### src/rtl/prog_loader_pkg.sv
// Shared types and helpers for the byte-stream program loader.
//   loader_state_t : FSM state encoding for the loader top
//   err_code_t     : failure reason reported on ERR_CODE
//   MAX_WORDS      : largest word count a frame may carry (memory depth)
//   csum_add       : modulo-256 running checksum step
//   pad_ok         : true when the high bits of a B2 byte are all zero
package prog_loader_pkg;

  typedef enum logic [3:0] {
    IDLE   = 4'd0,
    CNT_LO = 4'd1,
    CNT_HI = 4'd2,
    B0     = 4'd3,
    B1     = 4'd4,
    B2     = 4'd5,
    WRITE  = 4'd6,
    CHK    = 4'd7,
    ERROR  = 4'd8
  } loader_state_t;

  typedef enum logic [1:0] {
    ERR_TIMEOUT = 2'b00,
    ERR_COUNT   = 2'b01,
    ERR_PAD     = 2'b10,
    ERR_CSUM    = 2'b11
  } err_code_t;

  localparam int MAX_WORDS = 1024;
  localparam int CNT_W     = 11;

  function automatic logic [7:0] csum_add(input logic [7:0] sum, input logic [7:0] b);
    return sum + b;
  endfunction

  function automatic logic pad_ok(input logic [7:0] b2);
    return (b2[7:2] == 6'd0);
  endfunction

endpackage

### src/rtl/prog_loader_timer.sv
// Inter-byte timeout counter for the program loader.
//   i_clk, i_rst_n : clock, async active-low reset
//   i_load         : reload the counter (byte accepted / frame start)
//   i_en           : count down (FSM is inside a frame and waiting for a byte)
//   o_expire       : high for the cycle in which TIMEOUT_CYC cycles have
//                    elapsed since the last load without a new load
module loader_timer #(
  parameter int TIMEOUT_CYC = 1_000_000
) (
  input  logic i_clk,
  input  logic i_rst_n,
  input  logic i_load,
  input  logic i_en,
  output logic o_expire
);

  localparam int TW = $clog2(TIMEOUT_CYC + 1);
  localparam logic [TW-1:0] RELOAD = TW'(TIMEOUT_CYC - 1);

  logic [TW-1:0] r_cnt;

  // Down-counter: reload on accept, decrement while enabled, park at zero.
  always_ff @(posedge i_clk or negedge i_rst_n) begin
    if (!i_rst_n) begin
      r_cnt <= RELOAD;
    end else if (i_load) begin
      r_cnt <= RELOAD;
    end else if (i_en && (r_cnt != {TW{1'b0}})) begin
      r_cnt <= r_cnt - TW'(1);
    end else begin
      r_cnt <= r_cnt;
    end
  end

  // A load in the expiry cycle means a byte arrived in time, so it masks expiry.
  assign o_expire = i_en & ~i_load & (r_cnt == {TW{1'b0}});

endmodule

### src/rtl/prog_loader.sv
// Program loader: parses SYNC, CNT_LO, CNT_HI, N x {B0,B1,B2}, CHK frames
// from a byte stream and writes 18-bit words into the instruction memory.
//   i_clk, i_rst_n        : clock, async active-low reset
//   i_rx_data, i_rx_valid : incoming byte; o_rx_ready completes the handshake
//   o_we, o_waddr, o_wdata: instruction memory write port (1-cycle WE pulse)
//   o_cpu_hold            : keeps the CPU in reset during/after a failed load
//   o_done / o_err        : sticky result of the last frame
//   o_err_code            : 00 timeout, 01 bad count, 10 bad pad, 11 checksum
module prog_loader
  import prog_loader_pkg::*;
#(
  parameter int          ADDR_W      = 10,
  parameter int          DATA_W      = 18,
  parameter logic [7:0]  SYNC_BYTE   = 8'hA5,
  parameter int          TIMEOUT_CYC = 1_000_000
) (
  input  logic              i_clk,
  input  logic              i_rst_n,
  input  logic [7:0]        i_rx_data,
  input  logic              i_rx_valid,
  output logic              o_rx_ready,
  output logic              o_we,
  output logic [ADDR_W-1:0] o_waddr,
  output logic [DATA_W-1:0] o_wdata,
  output logic              o_cpu_hold,
  output logic              o_done,
  output logic              o_err,
  output logic [1:0]        o_err_code
);

  loader_state_t     r_state, w_next;
  logic              r_rx_ready, r_we, r_cpu_hold, r_done, r_err;
  err_code_t         r_err_code, w_fault_code;
  logic [ADDR_W-1:0] r_waddr;
  logic [DATA_W-1:0] r_wdata;
  logic [7:0]        r_sum, r_cnt_lo, r_b0, r_b1;
  logic [CNT_W-1:0]  r_cnt, r_idx;
  logic              w_accept, w_expire, w_in_frame, w_fault;
  logic [7:0]        w_sum_next;
  logic [CNT_W-1:0]  w_cnt_full;

  assign w_accept   = i_rx_valid & r_rx_ready;
  assign w_sum_next = csum_add(r_sum, i_rx_data);
  assign w_cnt_full = {i_rx_data[2:0], r_cnt_lo};
  assign w_in_frame = r_state inside {CNT_LO, CNT_HI, B0, B1, B2, CHK};

  loader_timer #(.TIMEOUT_CYC(TIMEOUT_CYC)) u_timer (
    .i_clk    (i_clk),
    .i_rst_n  (i_rst_n),
    .i_load   (w_accept),
    .i_en     (w_in_frame),
    .o_expire (w_expire)
  );

  // State register.
  always_ff @(posedge i_clk or negedge i_rst_n) begin
    if (!i_rst_n) r_state <= IDLE;
    else          r_state <= w_next;
  end

  // Next-state logic; an accepted byte always takes priority over expiry.
  always_comb begin
    w_next       = r_state;
    w_fault      = 1'b0;
    w_fault_code = ERR_TIMEOUT;
    case (r_state)
      IDLE: begin
        if (w_accept && (i_rx_data == SYNC_BYTE)) w_next = CNT_LO;
        else                                      w_next = IDLE;
      end
      CNT_LO: begin
        if (w_accept)      w_next = CNT_HI;
        else if (w_expire) w_fault = 1'b1;
        else               w_next = CNT_LO;
      end
      CNT_HI: begin
        if (w_accept) begin
          if ((i_rx_data[7:3] != 5'd0) || (w_cnt_full == 11'd0) ||
              (w_cnt_full > 11'(MAX_WORDS))) begin
            w_fault      = 1'b1;
            w_fault_code = ERR_COUNT;
          end else begin
            w_next = B0;
          end
        end else if (w_expire) w_fault = 1'b1;
        else                   w_next = CNT_HI;
      end
      B0: begin
        if (w_accept)      w_next = B1;
        else if (w_expire) w_fault = 1'b1;
        else               w_next = B0;
      end
      B1: begin
        if (w_accept)      w_next = B2;
        else if (w_expire) w_fault = 1'b1;
        else               w_next = B1;
      end
      B2: begin
        if (w_accept) begin
          if (pad_ok(i_rx_data)) begin
            w_next = WRITE;
          end else begin
            w_fault      = 1'b1;
            w_fault_code = ERR_PAD;
          end
        end else if (w_expire) w_fault = 1'b1;
        else                   w_next = B2;
      end
      WRITE: begin
        // idx has not been incremented yet, so compare against idx+1.
        if ((r_idx + 11'd1) == r_cnt) w_next = CHK;
        else                          w_next = B0;
      end
      CHK: begin
        if (w_accept) begin
          if (w_sum_next == 8'h00) begin
            w_next = IDLE;
          end else begin
            w_fault      = 1'b1;
            w_fault_code = ERR_CSUM;
          end
        end else if (w_expire) w_fault = 1'b1;
        else                   w_next = CHK;
      end
      ERROR:   w_next = IDLE;
      default: w_next = IDLE;
    endcase
    if (w_fault) w_next = ERROR;
    else         w_next = w_next;
  end

  // Datapath: byte capture, word assembly, index/count, checksum and status flags.
  always_ff @(posedge i_clk or negedge i_rst_n) begin
    if (!i_rst_n) begin
      r_rx_ready <= 1'b0;
      r_we       <= 1'b0;
      r_waddr    <= {ADDR_W{1'b0}};
      r_wdata    <= {DATA_W{1'b0}};
      r_cpu_hold <= 1'b0;
      r_done     <= 1'b0;
      r_err      <= 1'b0;
      r_err_code <= ERR_TIMEOUT;
      r_sum      <= 8'h00;
      r_cnt_lo   <= 8'h00;
      r_b0       <= 8'h00;
      r_b1       <= 8'h00;
      r_cnt      <= 11'd0;
      r_idx      <= 11'd0;
    end else begin
      r_rx_ready <= !(w_next inside {WRITE, ERROR});
      r_we       <= (w_next == WRITE);
      if (w_accept) begin
        r_sum <= w_sum_next;
        case (r_state)
          IDLE: begin
            if (i_rx_data == SYNC_BYTE) begin
              r_done     <= 1'b0;
              r_err      <= 1'b0;
              r_err_code <= ERR_TIMEOUT;
              r_cpu_hold <= 1'b1;
              r_sum      <= 8'h00;
              r_idx      <= 11'd0;
            end
          end
          CNT_LO: r_cnt_lo <= i_rx_data;
          CNT_HI: r_cnt    <= w_cnt_full;
          B0:     r_b0     <= i_rx_data;
          B1:     r_b1     <= i_rx_data;
          B2: begin
            r_waddr <= r_idx[ADDR_W-1:0];
            r_wdata <= DATA_W'({i_rx_data[1:0], r_b1, r_b0});
          end
          CHK: begin
            if (w_sum_next == 8'h00) begin
              r_done     <= 1'b1;
              r_cpu_hold <= 1'b0;
            end
          end
          default: ;
        endcase
      end
      if (r_state == WRITE) r_idx <= r_idx + 11'd1;
      if (w_fault) begin
        r_err      <= 1'b1;
        r_err_code <= w_fault_code;
      end
    end
  end

  assign o_rx_ready = r_rx_ready;
  assign o_we       = r_we;
  assign o_waddr    = r_waddr;
  assign o_wdata    = r_wdata;
  assign o_cpu_hold = r_cpu_hold;
  assign o_done     = r_done;
  assign o_err      = r_err;
  assign o_err_code = r_err_code;

endmodule
### config.mk
export PLATFORM = sky130hd
export DESIGN_NAME = prog_loader
export DESIGN_NICKNAME = d
export VERILOG_FILES = /design/src/rtl/prog_loader_pkg.sv /design/src/rtl/prog_loader_timer.sv /design/src/rtl/prog_loader.sv
export SDC_FILE = /design/constraint.sdc
export NUM_CORES = 1
export LEC_CHECK = 0
export CAP_MARGIN = 30
export CORE_MARGIN = 8
export CORE_UTILIZATION = 40
export CTS_CLUSTER_SIZE = 12
export DETAILED_ROUTE_END_ITERATION = 7
export GPL_TIMING_DRIVEN = 0
export PLACE_DENSITY_LB_ADDON = 0.12
export REMOVE_ABC_BUFFERS = 1
export SLEW_MARGIN = 5
export SYNTH_ARGS = -nofsm -noshare
export SYNTH_HDL_FRONTEND = slang
export SYNTH_HIERARCHICAL = 1
export SYNTH_SLANG_ARGS = --single-unit
### constraint.sdc
create_clock -name i_clk -period 2.8 [get_ports i_clk]
set_clock_uncertainty 0.15 [all_clocks]
set_input_delay 0.42 -clock i_clk [delete_from_list [all_inputs] [get_ports i_clk]]
set_output_delay 0.42 -clock i_clk [all_outputs]
set_load 0.05 [all_outputs]
==> results.txt <==
----------------------------------------------------
[Power]
  Cell Int Power ... 0.00502 W
  Proportion of power drawn by combinational gates ... 37.7%
  Sw Pwr ... 0.00290 W
  Total power density per cell area ... 1130 nW/um^2
  Leakage power ... 3.04 nW
  Part of the total power dissipated in the clock network ... 28.8%
  Switch share ... 36.6%
  Portion of total power attributed to sequential cells ... 33.5%
  Peak supply drop ... 0.499 mV

[STA]
  Period Utilization, post-route ... 97.4%
  Total Negative Setup Slacks ... 0 ps
  Slew headroom ... 57.9%
  Worst hold slack ... 322 ps
  Setup violation total in the final timing report ... 0
  Worst Setup Slack, final ... 73.0 ps
  Endpoints failing hold ... 0
  Max Clock Freq ... 367 MHz
  Actual slew at the worst max-slew pin ... 624 ps
  Final worst path period need ... 2730 ps
  Final Max Slew Viols ... 0

[Layout]
  Fraction of final layout cells sized beyond drive strength 1 ... 27.0%
  Area Growth Syn to Fin ... 24.8%
  Share of the core filled with cells in the final layout ... 50.8%
  Antenna diode count ... 0
  Fill cell count ... 1,207
  Nets@finish ... 572
  Storage cell area ... 2850 um^2
  Final design instance area without fill ... 7030 um^2
  Footprint of the multi-input gates ... 2770 um^2

[Worst setup path]
  Max FO, Critical Path ... 7
  Setup Crit Path Kind ... input port to flip-flop
  Largest delay share family, worst path ... simple AND/OR/NAND/NOR gates
  Worst reg2reg path startpoint ... r_sum[0]$_DFFE_PN0P_
  Critical path's slowest cell ... sky130_fd_sc_hd__clkdlybuf4s50_1
  Internal reg-to-reg setup slack ... 70 ps
  CP bufs+invs ... 1
  Critical Path, Cell by Cell ... clkdlybuf4s50_1, ha_2, nand4_1, a211oi_2, o31ai_4, or4_4, a21bo_1
  Worst Path Required ... 2960 ps
  Critical register-to-register path endpoint ... o_cpu_hold$_DFFE_PN0P_
  Worst Reg2Reg Path Length in Cells ... 8
  Crit-path max cell delay ... 580 ps
  Nature of the critical path startpoint ... input port
  WP data arrival ... 2880 ps
  Crit end category ... flip-flop

[Clock tree]
  Number of levels the H-tree was split into ... 4
  CTS tree ... done
  Root buffer cell ... sky130_fd_sc_hd__clkbuf_16
  Maximum buffer depth of the clock tree ... 2
  Num CTS Buffers ... 17
  Clock transition at path regs ... 50 ps
  Clock insertion delay at the later pin of the skew report ... 420 ps
  Clock Sinks ... 113

[Worst hold path]
  Worst hold path type ... flip-flop to flip-flop
  Startpoint of the worst hold path ... o_cpu_hold$_DFFE_PN0P_
  Hold Path Cell Cnt ... 1
  End point of the most critical hold path ... o_cpu_hold$_DFFE_PN0P_

[Floorplanning]
  Number of rows in the core area ... 43
  Ports placed on the boundary ... 46
  Initial core utilization ... 40.7%
  Die height ... 135 um
  Horizontal extent of the die ... 135 um
  Core Footprint ... 13,800 um^2
  Area of the die ... 18,100 um^2

[Synth]
  Share of the synthesized area in the top cell type ... 44.9%
  Mean instance size in the synthesized netlist ... 11.3 um^2
  Yosys warning total ... 6
  Cell count after synthesis ... 498
  Register bit count reported by yosys ... 113
  Post-synth top flop ... sky130_fd_sc_hd__dfrtp_1
  Share of synthesized flip-flops with an asynchronous set or reset ... 100%
  Sequential cell area fraction in the yosys report ... 50.5%
  Most frequent cells after synthesis ... sky130_fd_sc_hd__dfrtp_1 (101), sky130_fd_sc_hd__mux2_2 (63), sky130_fd_sc_hd__nand2_1 (36)
  Post-synth top area cell ... sky130_fd_sc_hd__dfrtp_1
  Number of library cell types mapped by synthesis ... 68
  Number of enable flip-flop cells after synthesis ... 0
  Cells taking the most area after synthesis ... sky130_fd_sc_hd__dfrtp_1 (45%), sky130_fd_sc_hd__mux2_2 (13%), sky130_fd_sc_hd__dfstp_2 (5.6%), sky130_fd_sc_hd__o21ai_0 (2.8%), sky130_fd_sc_hd__xor2_1 (2.6%)
  Total standard cell area after synthesis ... 5630 um^2
  Count leader, synth ... sky130_fd_sc_hd__dfrtp_1

[Detailed routing]
  Top layer used by detailed routing ... met4
  Number of iterations in the first detailed-routing pass ... 5
  Post-route ant nets ... 0
  Residual DRC count ... 0
  Per-cell routed wire length ... 17.2 um
  Metal-1 WL ... 6.10 mm
  Violation count after the first detailed-route iteration ... 298
  DR vias ... 4,000
  Final WL ... 12.8 mm
  Met3 wire length ... 746 um
  Ratio of routed vias to standard cells ... 5.39
  Wire length on met2 ... 5.77 mm

[GRT]
  All-Layer GR Usage ... 14.8%
  Total overflow reported by the global router ... 0
  Pin count of the biggest net entering global routing ... 66
  First-pass GRT wire length ... 21.2 mm
  Via count of the first global-routing pass ... 4,065
  Antenna violations before repair ... 0

[Placed design]
  Global placement routability congestion ... 0.799
  Dpl hpwl ... 8.40 mm
  Setup slack at placement ... -987 ps
  Port Buffers ... 45
  Cell Area, Placed ... 6250 um^2

[Status]
  Run status ... finished, final reports clean

[Job]
  Maxcap violations ... 0

----------------------------------------------------
layer usage:
layer  up-vias  track usage [%]
li1       1915                -
met3        14             5.24
met1      1984             19.6
met2        87             21.9
met5         -                0
met4         0             4.93
layout make-up:
type                            instances  area share, %
Clock buffer                           21           6.55
Clock inverter                         10           2.24
Inverter                                9          0.534
Multi-Input combinational cell        356           39.4
Sequential cell                       113           40.5
Tap cell                              180           3.21
Timing Repair Buffer                   53           7.55
power groups by stage:
stage / Clock [W] / Combinational, W / Sequential [W]
after CTS: 0.00232 / 0.00284 / 0.00265
after global routing: 0.00239 / 0.00326 / 0.00274
final: 0.00228 / 0.00298 / 0.00265
after detailed placement: 0 / 0.00278 / 0.00267
after floorplan: 0 / 0.00156 / 0.00308
after global placement: 0 / 0.00273 / 0.00265
sequential cells by signal, indices dropped and copies added (netlist names), 2 cells and up:
signal and cells:
u_timer/r_cnt 20, o_wdata 18, r_cnt 11, r_idx 11
o_waddr 10, r_b0 8, r_b1 8, r_cnt_lo 8
r_sum 8, r_state 4, o_err_code 2
worst max-delay path by stage:
stage,start,to,slack (ps),cells after the start
6_report,i_rx_data[4],o_cpu_hold$_DFFE_PN0P_,70,7
5_1_grt,i_rx_data[4],o_cpu_hold$_DFFE_PN0P_,-20,7
4_1_cts,r_sum[0]$_DFFE_PN0P_,o_cpu_hold$_DFFE_PN0P_,-40,8
3_5_place_dp,i_rx_data[0],o_cpu_hold$_DFFE_PN0P_,-990,9
3_3_place_gp,i_rst_n,r_sum[4]$_DFFE_PN0P_,-3250,1
2_1_floorplan,i_rx_data[0],o_cpu_hold$_DFFE_PN0P_,80,8
cells in the final DEF, fill, tap and decap left out, types with 4 or more instances in the layout:
cell	instances
sky130_fd_sc_hd__or4_1	6
sky130_fd_sc_hd__clkdlybuf4s50_1	38
sky130_fd_sc_hd__nor2b_1	5
sky130_fd_sc_hd__buf_4	6
sky130_fd_sc_hd__nand2_1	34
sky130_fd_sc_hd__ha_2	4
sky130_fd_sc_hd__inv_1	7
sky130_fd_sc_hd__nand4_1	4
sky130_fd_sc_hd__nor4_1	4
sky130_fd_sc_hd__nor2_1	34
sky130_fd_sc_hd__nor3_2	4
sky130_fd_sc_hd__a21o_1	5
sky130_fd_sc_hd__nor3_1	7
sky130_fd_sc_hd__ha_1	5
sky130_fd_sc_hd__mux2_2	63
sky130_fd_sc_hd__clkbuf_16	17
sky130_fd_sc_hd__o31ai_1	6
sky130_fd_sc_hd__a31oi_1	4
sky130_fd_sc_hd__and3_1	7
sky130_fd_sc_hd__xor2_1	17
sky130_fd_sc_hd__a21oi_1	12
sky130_fd_sc_hd__xnor2_1	15
sky130_fd_sc_hd__nor3b_1	4
sky130_fd_sc_hd__dfrtp_1	99
sky130_fd_sc_hd__dfstp_2	12
sky130_fd_sc_hd__o21ai_0	31
sky130_fd_sc_hd__nand3b_1	5
sky130_fd_sc_hd__clkinv_2	4
sky130_fd_sc_hd__nand3_1	16
sky130_fd_sc_hd__bufinv_16	4
timing repair:
| item | in CTS | in global routing |
|---|---|---|
| endpoints found under the setup margin | 19 | 12 |
| resized for setup | 12 | 23 |
| setup buffers | 2 | 4 |
| endpoints found under the hold margin | 36 | 0 |
| pin swaps | 3 | 3 |
| hold buffers | 1 | 0 |
cell families after synthesis:
| logic type | count (synthesis) | synth area share [%] |
|---|---|---|
| AND/OR/NAND/NOR | 155 | 15.5 |
| flip-flops | 113 | 50.5 |
| AO/OA/AOI/OAI | 94 | 11.5 |
| multiplexers | 64 | 12.8 |
| XOR/XNOR | 32 | 4.98 |
| buffers and inverters | 29 | 2.22 |
| adder cells (fa/ha/maj) | 11 | 2.58 |
per-stage QoR:
stage          cells  power (W)
2_1_floorplan    478    0.00464
3_3_place_gp     703    0.00539
3_5_place_dp     704    0.00546
4_1_cts          738    0.00781
5_1_grt          742    0.00839
6_report         742    0.00792
No activity file was read; power rests on OpenSTA's default activity.
